**src/rtl/bpu_ras_pkg.sv**
```systemverilog
// bpu_ras_pkg: shared definitions for the return-address stack.
//   - Branch-type codes as produced by the BTB and by the backend.
//   - Instruction address width.
//   - Enable/disable constants.
//   - Return-address helper: the address of the slot after the call.
// Optional feature macro used by the importing files: RAS_CNT_EN.
package bpu_ras_pkg;

  localparam int unsigned InstAddrBus = 32;

  localparam logic Enable  = 1'b1;
  localparam logic Disable = 1'b0;

  typedef enum logic [2:0] {
    TypeFORMAL   = 3'd0,
    TypeCOND     = 3'd1,
    TypeDIRECT   = 3'd2,
    TypeCALL     = 3'd3,
    TypeRET      = 3'd4,
    TypeINDIRECT = 3'd5
  } br_type_e;

  // The instruction sits at slot*4 inside a 32-byte fetch block. It returns to the next slot.
  function automatic logic [InstAddrBus-1:0] calc_ret_addr(
    input logic [InstAddrBus-1:0] pc,
    input logic [2:0]             slot
  );
    return {pc[InstAddrBus-1:5], slot, 2'b00} + 32'd4;
  endfunction

endpackage

```
**src/rtl/bpu_ras_stack.sv**
```systemverilog
// bpu_ras_stack: circular return-address storage with its pointer and valid-entry count.
// The requested operation is applied on top of a "base" state.
//   - When i_restore is set, the base is the checkpoint.
//   - Otherwise the base is the current state.
// o_top_* always shows the entry just below the base pointer, so the caller can decide the
// operation in the same cycle as a restore.
// Ports:
//   i_clk, i_rst_n              clock, asynchronous active-low reset
//   i_restore, i_restore_sp/cnt select the checkpoint as the base state
//   i_push, i_push_addr         write an entry at the base pointer and advance
//   i_pop                       retreat the pointer (the caller guarantees count > 0)
//   i_rc_inc, i_rc_dec          recursion counter update of the top entry (RAS_CNT_EN only)
//   o_sp, o_cnt                 current pointer and count
//   o_top_addr, o_top_rc        top entry relative to the base state
// Optional feature macro: RAS_CNT_EN (3-bit recursion counter per entry).
module bpu_ras_stack
  import bpu_ras_pkg::*;
#(
  parameter int unsigned DEPTH = 8,
  parameter int unsigned PTR_W = 3,
  parameter int unsigned CNT_W = 4
) (
  input  logic                   i_clk,
  input  logic                   i_rst_n,
  input  logic                   i_restore,
  input  logic [PTR_W-1:0]       i_restore_sp,
  input  logic [CNT_W-1:0]       i_restore_cnt,
  input  logic                   i_push,
  input  logic                   i_pop,
  input  logic [InstAddrBus-1:0] i_push_addr,
`ifdef RAS_CNT_EN
  input  logic                   i_rc_inc,
  input  logic                   i_rc_dec,
  output logic [2:0]             o_top_rc,
`endif
  output logic [PTR_W-1:0]       o_sp,
  output logic [CNT_W-1:0]       o_cnt,
  output logic [InstAddrBus-1:0] o_top_addr
);

  logic [InstAddrBus-1:0] r_stack [DEPTH];
  logic [PTR_W-1:0]       r_sp;
  logic [CNT_W-1:0]       r_cnt;

  logic [PTR_W-1:0] w_base_sp;
  logic [CNT_W-1:0] w_base_cnt;
  logic [PTR_W-1:0] w_top_idx;
  logic [PTR_W-1:0] w_sp_nxt;
  logic [CNT_W-1:0] w_cnt_nxt;

  assign w_base_sp  = i_restore ? i_restore_sp  : r_sp;
  assign w_base_cnt = i_restore ? i_restore_cnt : r_cnt;
  assign w_top_idx  = w_base_sp - PTR_W'(1);
  assign o_top_addr = r_stack[w_top_idx];
  assign o_sp       = r_sp;
  assign o_cnt      = r_cnt;

  always_comb begin
    w_sp_nxt  = w_base_sp;
    w_cnt_nxt = w_base_cnt;
    if (i_push) begin
      w_sp_nxt = w_base_sp + PTR_W'(1);
      // Count saturates; a push into a full stack silently overwrites the oldest entry.
      if (w_base_cnt != CNT_W'(DEPTH)) begin
        w_cnt_nxt = w_base_cnt + CNT_W'(1);
      end
    end else if (i_pop) begin
      w_sp_nxt  = w_base_sp - PTR_W'(1);
      w_cnt_nxt = w_base_cnt - CNT_W'(1);
    end
  end

  always_ff @(posedge i_clk or negedge i_rst_n) begin
    if (!i_rst_n) begin
      r_sp  <= '0;
      r_cnt <= '0;
      for (int unsigned i = 0; i < DEPTH; i++) begin
        r_stack[i] <= '0;
      end
    end else begin
      r_sp  <= w_sp_nxt;
      r_cnt <= w_cnt_nxt;
      if (i_push) begin
        r_stack[w_base_sp] <= i_push_addr;
      end
    end
  end

`ifdef RAS_CNT_EN
  logic [2:0] r_rc [DEPTH];

  assign o_top_rc = r_rc[w_top_idx];

  always_ff @(posedge i_clk or negedge i_rst_n) begin
    if (!i_rst_n) begin
      for (int unsigned i = 0; i < DEPTH; i++) begin
        r_rc[i] <= '0;
      end
    end else if (i_push) begin
      r_rc[w_base_sp] <= '0;
    end else if (i_rc_inc) begin
      r_rc[w_top_idx] <= r_rc[w_top_idx] + 3'd1;
    end else if (i_rc_dec) begin
      r_rc[w_top_idx] <= r_rc[w_top_idx] - 3'd1;
    end
  end
`endif

endmodule

```
**src/rtl/bpu_ras.sv**
```systemverilog
// bpu_ras: return-address stack stage placed after the BTB.
//   - On a CALL prediction it pushes the return address.
//   - On a RET prediction it replaces the BTB target with the stack top.
//   - It registers the final prediction together with a pre-update stack checkpoint.
//   - A backend redirect restores a checkpoint and replays the resolved branch.
//   - A redirect takes priority over a prediction in the same cycle; that prediction is dropped.
// Ports:
//   Clk, Rest                        clock, asynchronous active-low reset
//   PredAble/Pc/Slot/Type/Target     BTB prediction
//   RecoverAble/Sp/Cnt/Type/RetAddr  backend redirect with checkpoint
//   OutAble/Pc/Type                  registered final prediction
//   OutSp/OutCnt                     checkpoint (pointer and count before this prediction)
// Optional feature macro: RAS_CNT_EN (recursion counter folds repeated identical calls).
module bpu_ras
  import bpu_ras_pkg::*;
#(
  parameter int unsigned DEPTH = 8,
  parameter int unsigned PTR_W = 3,
  parameter int unsigned CNT_W = 4
) (
  input  logic                   Clk,
  input  logic                   Rest,
  input  logic                   PredAble,
  input  logic [InstAddrBus-1:0] PredPc,
  input  logic [2:0]             PredSlot,
  input  logic [2:0]             PredType,
  input  logic [InstAddrBus-1:0] PredTarget,
  input  logic                   RecoverAble,
  input  logic [PTR_W-1:0]       RecoverSp,
  input  logic [CNT_W-1:0]       RecoverCnt,
  input  logic [2:0]             RecoverType,
  input  logic [InstAddrBus-1:0] RecoverRetAddr,
  output logic                   OutAble,
  output logic [InstAddrBus-1:0] OutPc,
  output logic [2:0]             OutType,
  output logic [PTR_W-1:0]       OutSp,
  output logic [CNT_W-1:0]       OutCnt
);

  logic                   w_accept;
  logic                   w_active;
  logic [2:0]             w_type;
  logic [InstAddrBus-1:0] w_push_addr;
  logic [CNT_W-1:0]       w_base_cnt;
  logic                   w_nonempty;
  logic                   w_is_call;
  logic                   w_is_ret;
  logic                   w_push;
  logic                   w_pop;
  logic [PTR_W-1:0]       w_sp;
  logic [CNT_W-1:0]       w_cnt;
  logic [InstAddrBus-1:0] w_top_addr;

  logic                   r_out_able;
  logic [InstAddrBus-1:0] r_out_pc;
  logic [2:0]             r_out_type;
  logic [PTR_W-1:0]       r_out_sp;
  logic [CNT_W-1:0]       r_out_cnt;

  // A redirect wins; both paths share one decode of "the branch being applied this cycle".
  assign w_accept    = PredAble & ~RecoverAble;
  assign w_active    = PredAble | RecoverAble;
  assign w_type      = RecoverAble ? RecoverType : PredType;
  assign w_push_addr = RecoverAble ? RecoverRetAddr : calc_ret_addr(PredPc, PredSlot);
  assign w_base_cnt  = RecoverAble ? RecoverCnt : w_cnt;
  assign w_nonempty  = (w_base_cnt != '0);
  assign w_is_call   = w_active && (w_type == TypeCALL);
  assign w_is_ret    = w_active && (w_type == TypeRET) && w_nonempty;

`ifdef RAS_CNT_EN
  logic       w_rc_hit;
  logic       w_rc_ret;
  logic [2:0] w_top_rc;

  // A repeated call to the same return site folds into the top entry until its counter saturates.
  assign w_rc_hit = w_is_call && w_nonempty && (w_top_addr == w_push_addr) && (w_top_rc != 3'd7);
  assign w_rc_ret = w_is_ret && (w_top_rc != 3'd0);
  assign w_push   = w_is_call && !w_rc_hit;
  assign w_pop    = w_is_ret && !w_rc_ret;
`else
  assign w_push = w_is_call;
  assign w_pop  = w_is_ret;
`endif

  bpu_ras_stack #(
    .DEPTH (DEPTH),
    .PTR_W (PTR_W),
    .CNT_W (CNT_W)
  ) u_stack (
    .i_clk         (Clk),
    .i_rst_n       (Rest),
    .i_restore     (RecoverAble),
    .i_restore_sp  (RecoverSp),
    .i_restore_cnt (RecoverCnt),
    .i_push        (w_push),
    .i_pop         (w_pop),
    .i_push_addr   (w_push_addr),
`ifdef RAS_CNT_EN
    .i_rc_inc      (w_rc_hit),
    .i_rc_dec      (w_rc_ret),
    .o_top_rc      (w_top_rc),
`endif
    .o_sp          (w_sp),
    .o_cnt         (w_cnt),
    .o_top_addr    (w_top_addr)
  );

  // The payload only loads on an accepted prediction; consumers qualify it with OutAble.
  always_ff @(posedge Clk or negedge Rest) begin
    if (!Rest) begin
      r_out_able <= Disable;
      r_out_pc   <= '0;
      r_out_type <= '0;
      r_out_sp   <= '0;
      r_out_cnt  <= '0;
    end else begin
      r_out_able <= w_accept ? Enable : Disable;
      if (w_accept) begin
        r_out_pc   <= w_is_ret ? w_top_addr : PredTarget;
        r_out_type <= PredType;
        r_out_sp   <= w_sp;
        r_out_cnt  <= w_cnt;
      end
    end
  end

  assign OutAble = r_out_able;
  assign OutPc   = r_out_pc;
  assign OutType = r_out_type;
  assign OutSp   = r_out_sp;
  assign OutCnt  = r_out_cnt;

endmodule

```
**config.mk**
```make
export PLATFORM = sky130hd
export DESIGN_NAME = bpu_ras
export DESIGN_NICKNAME = d
export VERILOG_FILES = /design/src/rtl/bpu_ras_pkg.sv /design/src/rtl/bpu_ras_stack.sv /design/src/rtl/bpu_ras.sv
export SDC_FILE = /design/constraint.sdc
export NUM_CORES = 1
export LEC_CHECK = 0
export ABC_AREA = 1
export CAP_MARGIN = 20
export CORE_ASPECT_RATIO = 1.25
export CORE_MARGIN = 2
export CORE_UTILIZATION = 63
export CTS_CLUSTER_DIAMETER = 80
export DETAILED_ROUTE_END_ITERATION = 10
export PLACE_DENSITY = 0.94
export SLEW_MARGIN = 20
export SYNTH_ARGS = -nofsm -noshare
export SYNTH_HDL_FRONTEND = slang
export SYNTH_SLANG_ARGS = --single-unit
```
**constraint.sdc**
```tcl
create_clock -name Clk -period 4.6 [get_ports Clk]
set_input_delay 1.15 -clock Clk [delete_from_list [all_inputs] [get_ports Clk]]
set_output_delay 1.15 -clock Clk [all_outputs]
set_load 0.05 [all_outputs]
```
==> summary.txt, run 1 <==
Run status
  – Outcome: complete, no violations

CTS
  – CTS sink count: 306
  – Post-CTS Setup Bufs: 0
  – Reg clk slew, reported paths: 0.06 ns
  – CTS tree: done
  – Clock Path Buffers: 3
  – Hold_buf cts: 0
  – Root Buffer: clkbuf_16
  – Gates resized, CTS repair: 0
  – H-tree levels: 1
  – Total CTS buffers: 30
  – Clk Latency, worst-skew pair: 0.57 ns

Job
  – Number of max-cap violations: 0

Layout
  – Design Area, Final: 19400 um^2
  – Layout cells sized above 1: 5.48%
  – Nets: 2569
  – # fillers: 1790
  – Fin cells: 2805
  – N_diodes: 0
  – Area Overhead vs Synth: 15.2%

Place
  – Post-DP Area: 18500 um^2
  – I/O Buffers: 153
  – Post-DP HPWL: 34700 um
  – Setup WS pre-CTS: 0.511 ns
  – Placer congestion estimate: 0.988
  – Placed insts: 2756

Floorplan
  – Core area: 26200 um^2
  – Die Y: 187 um
  – Initial Util: 64.3%
  – Top Ports: 159
  – Die footprint: 28000 um^2
  – Die width: 150 um
  – Row cnt: 66

Pwr
  – Seq pwr share: 43.0%
  – Internal: 5.75 mW
  – Sw frac: 36.6%
  – Pwr per Cell Area: 467 nW/um^2
  – Comb power frac: 31.2%
  – Switching Power: 3.32 mW
  – Clock Power Share: 25.8%
  – Worst VDD drop: 0.329 mV
  – Lkg Pwr: 9.64 nW

Synthesis
  – Yosys reg bits: 306
  – Mapped Nets: 2480
  – Cells after synthesis: 2359
  – Post-synth EDFFs: 0
  – Synth async-reset ratio: 100%
  – Post-synth cell types: 32
  – Register area share after synthesis: 45.5%
  – Leading post-synthesis cells by cell area: dfrtp_1, nand2_1, nand3_1
  – Mean Syn Cell Area: 7.13 um^2
  – Top_reg_cell synth: dfrtp_1
  – Mapped Area: 16800 um^2
  – Area leader, netlist: dfrtp_1
  – Ys Warns: 0
  – Post-synth top area share: 45.5%

Critical path
  – Reg2Reg Launch Point: u_stack.o_sp[1]
  – Worst setup path start: RecoverAble
  – Crit path DAT: 4.35 ns
  – Max FO, Critical Path: 65
  – Startpoint types: primary input
  – Crit. End Element: flop
  – Setup CP Type: primary input to flop
  – WP data required: 5.09 ns

Timing
  – Unrepaired setup endpoints after global routing: no
  – Slew HR: 13.4%
  – Slew Limit Fails: 0
  – TNS Setup: 0 ns
  – Fmax: 259 MHz
  – Final period util: 83.9%
  – Crit path time final: 3.86 ns
  – Final setup viols: 0
  – Final hold violation count: 0
  – Setup ws final: 0.742 ns
  – Worst slew pin tran: 1.29 ns
  – Clock Skews: 0.0199 ns

Detailed routing
  – Initial drt markers: 2523
  – DRC: 0
  – Final wirelength: 56800 um
  – DR vias: 17.4k
  – Drt via density: 6.22
  – Wirelength per Cell: 20.3 um
  – Antenna-violating nets left: 0
  – Detailed Routing Iterations Pass 1: 7

Global route
  – Initial antenna violation count: 0
  – All-Layer GR Usage: 40.6%
  – First-pass GRT wire length: 89200 um
  – Via count of the first global-routing pass: 17.5k
  – Pin count of the biggest net entering global routing: 97
  – GRT overflow: 0

Min path
  – Hold wc startpoint: u_stack.r_stack[117]
  – HP Class: flop to flop
[Yosys cell counts, types with 3 or more instances]
cell type  instances
nand4_2            4
clkbuf_1          40
o211ai_1           3
nor3_4             9
xnor2_1            4
ha_1               5
o21ai_0          104
or2_2             22
nand2_2            4
o21ai_1           14
nand4_1            3
xor2_1             6
inv_1            298
nand3_1          453
nand3b_1           8
nor2_1            87
nand2_1          808
buf_1             34
nand4_4            4
dfrtp_1          306
buf_4             17
a21oi_1           67
buf_6             12
buf_2             35
[per-stage QoR]
| step | power [mW] | utilization (%) | hold slack, ns |
|---|---|---|---|
| floorplan | 5.71 | - | 0.444 |
| global placement | 6.39 | 70.7 | 0.458 |
| detailed placement | 6.58 | 70.7 | 0.465 |
| CTS | 8.95 | 74.1 | 0.481 |
| global route | 9.50 | 74.1 | 0.494 |
| finish | 9.06 | 74.1 | 0.480 |
[registers in the layout (all words and copies together), names as in the netlist]
signal           flops
OutType              3
OutSp                3
OutCnt               4
u_stack.r_stack    256
u_stack.o_cnt        4
u_stack.o_sp         3
OutAble              1
OutPc               32
[placed cells by master, fill, tap and decap left out, types with 4 or more instances in the layout]
master / instances
nand2_1: 808
nand3_1: 453
dfrtp_1: 306
inv_1: 297
clkdlybuf4s50_1: 151
o21ai_0: 104
nor2_1: 86
a21oi_1: 67
buf_4: 34
clkbuf_16: 30
or2_2: 22
o21ai_1: 14
clkbuf_1: 11
nor3_4: 9
nand3b_1: 8
buf_12: 8
xor2_1: 6
nand4_2: 4
xnor2_1: 4
nand4_4: 4
ha_1: 4
[worst max-delay path: stages]
cell and delay (ns):
buf_2 0.39, buf_4 0.39, nand2_1 0.15, nand2_4 0.30, ha_2 0.25, buf_4 0.72
nand3_1 0.17, nand3_1 0.13, nand3_1 0.38, a21oi_1 0.27
[layer usage]
layer | global-route usage [%] | part of all wire (%)
met1 | 48.4 | 33
met2 | 61.8 | 44
met3 | 11.5 | 14
met4 | 30.8 | 9.1
met5 | 0 | 0
[power by group through the flow]
stage / Clock, mW / Combinational, mW / Sequential (mW)
after floorplan: 0 / 1.70 / 4.02
after global placement: 0 / 2.54 / 3.85
after detailed placement: 0 / 2.68 / 3.90
after CTS: 2.32 / 2.76 / 3.87
after global routing: 2.44 / 3.10 / 3.96
final: 2.34 / 2.83 / 3.90
[worst paths after layout]
| kind | slack, ns | cells after the start | endpoint |
|---|---|---|---|
| worst max-delay path | 0.74 | 10 | OutPc[29] |
| worst min-delay path | 0.48 | 2 | u_stack.r_stack[117] |
| worst max register to register | 1.48 | 9 | OutPc[29] |
| worst min register to register | 0.48 | 2 | u_stack.r_stack[117] |
| max in group asynchronous | 2.89 | 2 | u_stack.r_stack[15] |
| min in group asynchronous | 0.59 | 1 | u_stack.r_stack[196] |
[area by class of cell]
| type | count | area, um^2 | share of cell area [%] |
|---|---|---|---|
| clock buffers | 44 | 833 | 4.30 |
| inverters | 301 | 1130 | 5.82 |
| flip-flops and latches | 306 | 7660 | 39.5 |
| well taps | 340 | 425 | 2.19 |
| multi-input cells | 1614 | 7340 | 37.9 |
| repair buffers | 195 | 1950 | 10.0 |
| clock inverters | 5 | 61.3 | 0.316 |
[cell families (layout without fill, tap and decap cells)]
kind of cell	Yosys count	in the layout	synth area share, %
AOI/OAI and AO/OA	194	194	6.01
xor gates and xnor gates	10	10	0.520
and+or+nand+nor	1405	1405	36.6
DFF	306	306	45.5
adders and majority gates	5	5	0.372
buffers and inverters	439	545	11.0
Power figures use the tool's default switching activity.
==> run 2: changes to the inputs <==
--- a/config.mk
+++ b/config.mk
@@ -9,10 +9,10 @@
 export CAP_MARGIN = 20
 export CORE_ASPECT_RATIO = 1.25
 export CORE_MARGIN = 2
-export CORE_UTILIZATION = 63
+export CORE_UTILIZATION = 53
 export CTS_CLUSTER_DIAMETER = 80
 export DETAILED_ROUTE_END_ITERATION = 10
-export PLACE_DENSITY = 0.94
+export PLACE_DENSITY = 0.85
 export SLEW_MARGIN = 20
 export SYNTH_ARGS = -nofsm -noshare
 export SYNTH_HDL_FRONTEND = slang
==> constraint.sdc (replaced) <==
create_clock -name Clk -period 3.4 [get_ports Clk]
set_input_delay 0.85 -clock Clk [delete_from_list [all_inputs] [get_ports Clk]]
set_output_delay 0.85 -clock Clk [all_outputs]
set_load 0.05 [all_outputs]
==> summary.txt, run 2 (same netlist as run 1, synthesis figures left out) <==
Run status
  – Outcome: complete, no violations (unchanged)

Layout
  – Fin cells: 2896 (was 2805)
  – Top reg by flops: u_stack.r_stack (unchanged)
  – Layout cells sized above 1: 6.43% (was 5.48%)
  – Most frequent cells in the layout: nand2_1, nand3_1, dfrtp_1, inv_1, clkdlybuf4s50_1 (unchanged)
  – Commonest non-fill, non-tap cell in the layout: nand2_1 (unchanged)
  – N_diodes: 0 (unchanged)
  – # fillers: 2601 (was 1790)
  – Area Overhead vs Synth: 17.6% (was 15.2%)
  – Largest register FFs: 256 (unchanged)
  – Nets: 2589 (was 2569)

CTS
  – Total CTS buffers: 31 (was 30)
  – Post-CTS Setup Bufs: 0 (unchanged)
  – Clock Path Buffers: 3 (unchanged)
  – Reg clk slew, reported paths: 0.06 ns (about the same)
  – Hold_buf cts: 0 (unchanged)
  – Root Buffer: clkbuf_16 (unchanged)
  – Gates resized, CTS repair: 0 (unchanged)
  – H-tree levels: 1 (unchanged)
  – Clk Latency, worst-skew pair: 0.58 ns (was 0.57 ns)
  – CTS sink count: 306 (unchanged)
  – CTS tree: done (unchanged)

Timing
  – Worst slew pin tran: 0.690 ns (was 1.29 ns)
  – Clock Skews: 0.0163 ns (was 0.0199 ns)
  – Slew HR: 53.5% (was 13.4%)
  – Fmax: 376 MHz
  – Final setup viols: 0 (unchanged)
  – Unrepaired setup endpoints after global routing: no (unchanged)
  – Crit path time final: 2.66 ns
  – Slew Limit Fails: 0 (unchanged)
  – TNS Setup: 0 ns (unchanged)
  – Final hold violation count: 0 (unchanged)
  – Final period util: 78.2%

Place
  – Placer congestion estimate: 0.925 (was 0.988)
  – Post-DP HPWL: 32600 um (was 34700 um)
  – I/O Buffers: 153 (unchanged)
  – Placed insts: 2842 (was 2756)

Critical path
  – Critical Path Slowest Stage Cell: clkdlybuf4s50_1 (was buf_4)
  – Family with the most delay on the worst path: buffers and inverters (unchanged)
  – R2R depth: 9 (unchanged)
  – FF-to-FF setup slack: 1.09 ns (was 1.48 ns)
  – Crit. End Element: output pin (was flop)
  – WP data required: 2.55 ns (was 5.09 ns)
  – Crit path DAT: 1.81 ns (was 4.35 ns)
  – CP bufs+invs: 1 (was 3)
  – Reg2Reg Launch Point: u_stack.o_sp[1] (unchanged)
  – Critical-path cell list: clkdlybuf4s50_1 (was buf_2 > buf_4 > nand2_1 > nand2_4 > ha_2 > buf_4 > nand3_1 > nand3_1 > nand3_1 > a21oi_1)
  – Startpoint types: flop (was primary input)
  – Reg2reg end: OutPc[30] (was OutPc[29])
  – Setup CP Type: flop to output pin (was primary input to flop)
  – Crit-path max cell delay: 0.84 ns (was 0.72 ns)
  – Max FO, Critical Path: 2 (was 65)

Global route
  – Via count of the first global-routing pass: 16.3k (was 17.5k)
  – First-pass GRT wire length: 84200 um (was 89200 um)
  – GRT overflow: 0 (unchanged)
  – All-Layer GR Usage: 32.1% (was 40.6%)
  – Initial antenna violation count: 0 (unchanged)
  – Pin count of the biggest net entering global routing: 105 (was 97)

Detailed routing
  – Wirelength per Cell: 18.2 um (was 20.3 um)
  – Drt via density: 5.71 (was 6.22)
  – Detailed Routing Iterations Pass 1: 6 (was 7)
  – DR vias: 16.5k (was 17.4k)
  – Initial drt markers: 2071 (was 2523)
  – Antenna-violating nets left: 0 (unchanged)
  – Final wirelength: 52700 um (was 56800 um)
  – DRC: 0 (unchanged)

Floorplan
  – Die width: 163 um (was 150 um)
  – Initial Util: 54.2% (was 64.3%)
  – Row cnt: 72 (was 66)
  – Core area: 31100 um^2 (was 26200 um^2)
  – Top Ports: 159 (unchanged)
  – Die Y: 203 um (was 187 um)
  – Die footprint: 33200 um^2 (was 28000 um^2)

Pwr
  – Pwr per Cell Area: 618 nW/um^2 (was 467 nW/um^2)
  – Worst VDD drop: 0.336 mV (was 0.329 mV)
  – Lkg Pwr: 9.80 nW (was 9.64 nW)

Min path
  – HP Class: primary input to async pin (was flop to flop)

Job
  – Number of max-cap violations: 0 (unchanged)
## run 2: area by class of cell
cell class | instances | area [um^2] | share of cell area (%)
well taps | 407 | 509 | 2.57
clock inverters | 7 | 42.5 | 0.215
repair buffers | 214 | 2210 | 11.2
multi-input cells | 1614 | 7340 | 37.1
flip-flops and latches | 306 | 7660 | 38.7
inverters | 301 | 1130 | 5.71
clock buffers | 47 | 896 | 4.53
## run 2: worst max-delay path by stage
stage / startpoint / to / slack (ns) / cells past startpoint
floorplan: RecoverAble / OutPc[22] / 0.46 / 13
global placement: RecoverSp[1] / OutPc[30] / 0.32 / 10
detailed placement: RecoverSp[1] / OutPc[30] / 0.29 / 10
CTS: OutPc[26] / OutPc[26] / 0.71 / 1
global route: OutPc[26] / OutPc[26] / 0.71 / 1
finish: OutPc[26] / OutPc[26] / 0.74 / 1
## run 2: stage by stage
stage	power [mW]	area (um^2)	setup WS [ns]	util (%)	hold slack, ns
finish	12.2	19800	0.740	63.7	0.266
global route	13.0	19800	0.707	63.7	0.299
CTS	12.2	19800	0.710	63.7	0.275
detailed placement	8.94	18900	0.289	60.7	0.457
global placement	8.75	18900	0.323	60.7	0.461
floorplan	7.73	16800	0.459	-	0.444
## run 2: metal layers
metal	vias to the layer above	GRT usage [%]	wire [um]
li1	7635	-	-
met1	7655	39.1	18900
met2	1019	52.9	24900
met3	221	4.45	5270
met4	0	21.4	3670
met5	-	0	0
## run 2: where the power goes
part	internal [mW]	leakage (nW)	switching [mW]	total [mW]
sequential	4.73	3.79	0.514	5.24
combinational	1.36	5.54	2.39	3.75
clock	1.80	0.466	1.44	3.24
